File: config.mk
export PLATFORM = sky130hd
export DESIGN_NAME = pc_unit
export DESIGN_NICKNAME = d
export VERILOG_FILES = /design/src/rtl/pc_unit.sv
export SDC_FILE = /design/constraint.sdc
export NUM_CORES = 1
export LEC_CHECK = 0
export ABC_AREA = 1
export CAP_MARGIN = 20
export CELL_PAD_IN_SITES_DETAIL_PLACEMENT = 0
export CELL_PAD_IN_SITES_GLOBAL_PLACEMENT = 2
export CORE_MARGIN = 2
export CORE_UTILIZATION = 30
export CTS_BUF_LIST = sky130_fd_sc_hd__clkbuf_4 sky130_fd_sc_hd__clkbuf_8
export CTS_CLUSTER_DIAMETER = 120
export CTS_CLUSTER_SIZE = 14
export DETAILED_ROUTE_END_ITERATION = 8
export GPL_TIMING_DRIVEN = 0
export PLACE_DENSITY_LB_ADDON = 0.08
export RECOVER_POWER = 100
export SLEW_MARGIN = 5
export SYNTH_ARGS = -nofsm -noshare
export SYNTH_HDL_FRONTEND = slang
export SYNTH_SLANG_ARGS = --single-unit
export TNS_END_PERCENT = 20
File: constraint.sdc
create_clock -name clk -period 2.85 [get_ports clk]
set_clock_uncertainty 0.2 [all_clocks]
set_input_delay 0.4275 -clock clk [delete_from_list [all_inputs] [get_ports clk]]
set_output_delay 0.4275 -clock clk [all_outputs]
set_load 0.02 [all_outputs]
File: src/rtl/pc_unit.sv
// pc_unit -- program-counter / fetch-address generator.
//
// Holds the current fetch word address and decides where it goes next:
// sequential step, branch redirect, or trap vector. Requests that arrive
// while the consumer stalls are held in a single pending entry. A trap
// always replaces a buffered redirect. A redirect never replaces a
// buffered trap.
//
// Ports
//   clk            : clock, rising edge
//   reset          : asynchronous active-high reset
//   redirect_valid : redirect request, target on redirect_addr
//   redirect_addr  : redirect target word address
//   trap_valid     : trap request, target TRAP_ADDR
//   halt           : stop issuing fetches
//   resume         : leave HALTED
//   fetch_ready    : consumer accepts PC this cycle
//   fetch_valid    : PC is a valid fetch address (RUN only)
//   PC             : current fetch word address
//   pending_valid  : a redirect/trap is buffered
//   halted         : state is HALTED
module pc_unit #(
    parameter int                    ADDR_WIDTH = 32,
    parameter logic [ADDR_WIDTH-3:0] RESET_ADDR = 30'h0000_0000,
    parameter logic [ADDR_WIDTH-3:0] TRAP_ADDR  = 30'h0000_0040,
    parameter int                    STEP       = 1
) (
    input  logic                  clk,
    input  logic                  reset,
    input  logic                  redirect_valid,
    input  logic [ADDR_WIDTH-3:0] redirect_addr,
    input  logic                  trap_valid,
    input  logic                  halt,
    input  logic                  resume,
    input  logic                  fetch_ready,
    output logic                  fetch_valid,
    output logic [ADDR_WIDTH-3:0] PC,
    output logic                  pending_valid,
    output logic                  halted
);
    localparam int AW = ADDR_WIDTH - 2;

    typedef enum logic [1:0] {BOOT, RUN, HALTED} state_t;

    state_t        state, state_n;
    logic [AW-1:0] pc, pc_n;
    logic          pend_valid, pend_valid_n;
    logic          pend_trap, pend_trap_n;
    logic [AW-1:0] pend_addr, pend_addr_n;
    logic          fire;

    assign fire          = (state == RUN) && fetch_ready;
    assign fetch_valid   = (state == RUN);
    assign halted        = (state == HALTED);
    assign pending_valid = pend_valid;
    assign PC            = pc;

    always_ff @(posedge clk or posedge reset) begin
        if (reset) begin
            state      <= BOOT;
            pc         <= RESET_ADDR;
            pend_valid <= 1'b0;
            pend_trap  <= 1'b0;
            pend_addr  <= '0;
        end else begin
            state      <= state_n;
            pc         <= pc_n;
            pend_valid <= pend_valid_n;
            pend_trap  <= pend_trap_n;
            pend_addr  <= pend_addr_n;
        end
    end

    always_comb begin
        state_n      = state;
        pc_n         = pc;
        pend_valid_n = pend_valid;
        pend_trap_n  = pend_trap;
        pend_addr_n  = pend_addr;
        case (state)
            BOOT, HALTED: begin
                // Not fetching: targets go straight to PC, nothing buffered.
                if (trap_valid)
                    pc_n = TRAP_ADDR;
                else if (redirect_valid)
                    pc_n = redirect_addr;
                pend_valid_n = 1'b0;
                pend_trap_n  = 1'b0;
                if (state == BOOT)
                    state_n = halt ? HALTED : RUN;
                else if (trap_valid || (resume && !halt))
                    state_n = RUN;
            end
            RUN: begin
                if (fire) begin
                    if (trap_valid || (pend_valid && pend_trap))
                        pc_n = TRAP_ADDR;
                    else if (redirect_valid)
                        pc_n = redirect_addr;
                    else if (pend_valid)
                        pc_n = pend_addr;
                    else
                        pc_n = pc + AW'(STEP);  // wraps naturally
                    pend_valid_n = 1'b0;
                    pend_trap_n  = 1'b0;
                end else begin
                    if (trap_valid) begin
                        pend_valid_n = 1'b1;
                        pend_trap_n  = 1'b1;
                    end else if (redirect_valid && !(pend_valid && pend_trap)) begin
                        pend_valid_n = 1'b1;
                        pend_trap_n  = 1'b0;
                        pend_addr_n  = redirect_addr;
                    end
                    // Halting flushes the pending entry (including one
                    // arriving this cycle) into PC so it is not lost.
                    if (halt && pend_valid_n) begin
                        pc_n         = pend_trap_n ? TRAP_ADDR : pend_addr_n;
                        pend_valid_n = 1'b0;
                        pend_trap_n  = 1'b0;
                    end
                end
                if (halt)
                    state_n = HALTED;
            end
            default: state_n = BOOT;
        endcase
    end
endmodule

==> impl_metrics.toml <==
[outcome]
status = "finished, final reports clean"

[cts]
clock_path_buffers = 2
cts_hold_buf = 0
clk_latency_ns = 0.38
clk_pin_slew_ns = 0.07
cts_inserted_buffers = 9
cts.sinks = 64
cts_tree = "yes"
htree_levels = 3
root_buffer = "clkbuf_8"

[synthesis]
synth_cell_types = 37
synth_top_cells_by_count = "nand2_1 (232), a21oi_1 (77), inv_1 (77), nor2_1 (65)"
synth_edf_count = 0
yosysWarnings = 0
syn_nets = 803
async_flop_share = 1.000
synth_seq_cells = 64
synth_top_cells_by_area = "dfrtp_1 (33%), nand2_1 (18%), a21oi_1 (8.0%), o21ai_0 (6.7%), inv_1 (6.0%)"
yosysTopAreaCell = "dfrtp_1"
syn_area_um2 = 4797
synth_top_area_frac = 0.3339
synth.avg_cell_area_um2 = 6.271
seq_area_frac_synth = 0.3339
yosysMostFrequentCell = "nand2_1"
synthFlopType = "dfrtp_1"
synth_cells = 765

[grt]
grt_pass1_vias = 5274
grt_overflow_total = 0
grt_max_degree = 46
antenna_found_initial = 0
grt_usage = 0.2551
grt_pass1_wl_um = 31430

[timing]
hold_slack_ns = 0.3179
setup-violations-final = 0
drv_slew = 0
max_slew.worst_pin.slew_ns = 1.076
clock.fmax_ghz = 0.3689
grt_setup_unrepaired = "no"
setup_tns_ns = 0
final-hold-violation-count = 0
fin_crit_ns = 2.711
min_period_over_period = 0.9511
slew_headroom = 0.2789

[placed_design]
port-buffer-count = 68
dp_hpwl_um = 14860
gp_congestion = 0.8665

[detailed_routing]
route.detailed.drc = 0
drtIter0Drc = 354
drtAntennaViolNets = 0
vias = 5441
first_pass_iters = 5
wl_um = 20780
avgRoutedWirePerCell_um = 19.51
viasPerCell = 5.109

[die]
fp-row-count = 46
dieArea_um2 = 17020
die_w_um = 130.5
core_area_um2 = 15770
io_pins = 70
start_util = 0.3042
die-height_um = 130.5

[hold_path]
hold_path_class = "register to register"

[cells_and_area]
num-nets-final = 883
diodes = 0
area_growth_pct = 24.15
drive_gt1_frac = 0.06714

[worst_setup_path]
crit_path_cell_trace = "inv_1 -> nand2_2 -> clkinv_1 -> clkdlybuf4s50_1"
crit_type = "register to output pin"
crit_required_ns = 2.22
ff2ff_path_depth = 11
worstSetupEndpoint = "fetch_valid"
crit_arrival_ns = 2.08
cp-startpoint = "state[1]"
r2r_slack_ns = 0.22
slowest_stage = "clkdlybuf4s50_1"
path_max_fanout = 10
critPathMaxStageDelay_ns = 0.68
cp-end-kind = "output pin"
start_kind = "register"
r2r_start = "state[1]"
r2r_end = "PC[25]"

[power_and_ir_drop]
p_leak_nw = 2.715
ir_drop_v = 0.0002794
power_density_nw_per_um2 = 805.5

[flow_run]
drv_cap = 0
-- report_power, final --
part | total (mW) | leakage, nW | internal [mW] | switching [mW]
registers | 1.78 | 0.792 | 1.31 | 0.464
logic | 2.22 | 1.83 | 0.840 | 1.38
clock network | 0.797 | 0.0975 | 0.399 | 0.397
-- per-stage QoR --
| stage | instances | setup WS (ns) | power (mW) | area, um2 | util |
|---|---|---|---|---|---|
| global route | 1065 | 0.04381 | 5.161 | 5956 | 0.3777 |
| detailed placement | 1050 | -0.04211 | 4.088 | 5778 | 0.3664 |
| floorplan | 765 | 0.6244 | 3.054 | 4797 | - |
| CTS | 1065 | 0.1411 | 4.897 | 5959 | 0.3779 |
| global placement | 1049 | -0.9740 | 4.055 | 5748 | 0.3645 |
| finish | 1065 | 0.1394 | 4.797 | 5956 | 0.3777 |
-- area by class of cell --
| type | count | area, um2 |
|---|---|---|
| buffer | 37 | 172.7 |
| fill | 1747 | 9814 |
| timing repair buffer | 69 | 708.2 |
| clock buffer | 15 | 181.4 |
| inverter | 91 | 345.3 |
| tap | 216 | 270.3 |
| multi-input combinational | 573 | 2676 |
| sequential | 64 | 1602 |
-- routing by layer --
| layer | GRT usage | vias to the layer above | wire, um |
|---|---|---|---|
| li1 | - | 2646 | - |
| met1 | 0.3524 | 2580 | 9550 |
| met2 | 0.4075 | 181 | 9645 |
| met3 | 0.03135 | 34 | 1031 |
| met4 | 0.1033 | 0 | 552 |
| met5 | 0 | - | 0 |
-- state kept, by name, indices dropped and copies added, names as in the netlist --
register,cells
state,2
pend_addr,30
PC,30
pend_trap,1
pending_valid,1
-- what timing repair did --
action | 4_1_cts | 5_1_grt
setup endpoints to repair | 0 | 1
setup buffers | 0 | 0
gates resized for setup | 0 | 1
-- cell usage in the layout, fill, tap and decap left out, types with 3 or more instances in the layout --
cell type and n:
dfrtp_1 64, clkdlybuf4s50_1 34, o21ai_0 73, buf_4 3, dlygate4sd3_1 34, a21oi_1 77
nand3_1 35, nand2_2 3, o22ai_1 18, o21ai_1 21, buf_1 3, nor2_1 65
clkbuf_8 11, buf_2 7, nor2_4 3, o211ai_1 7, o21bai_1 4, clkbuf_2 5
inv_1 78, xor2_1 8, nand2_1 233, nor2_2 3, nand4_1 3, clkbuf_4 4
a31oi_1 3, clkbuf_1 18, inv_2 9
-- worst min path at each step --
stage                        startpoint       endpoint  slack (ns)  depth (start not counted)
after floorplan            pend_addr[0]   pend_addr[0]        0.27                          2
after global placement    pend_addr[15]  pend_addr[15]        0.29                          2
after detailed placement  pend_addr[23]  pend_addr[23]        0.29                          2
after CTS                         reset          PC[2]        0.16                          2
after global routing      pend_addr[21]  pend_addr[21]        0.36                          2
final                     pend_addr[21]  pend_addr[21]        0.32                          2
-- worst max-delay path, delay by kind of cell, from the launching register on --
kind                   cells  cell delay [ns]
AND/OR/NAND/NOR            1             0.11
flip-flops                 1             0.43
buffers and inverters      3             1.17
-- kinds of logic after synthesis --
| group | count (synthesis) | share of synthesized area |
|---|---|---|
| DFF | 64 | 0.3339 |
| adders and majority gates | 1 | 0.002608 |
| and+or+nand+nor | 351 | 0.3013 |
| xor gates and xnor gates | 10 | 0.01826 |
| buffers and inverters | 128 | 0.1077 |
| AOI/OAI and AO/OA | 211 | 0.2363 |
No activity file was read; power rests on OpenSTA's default activity.
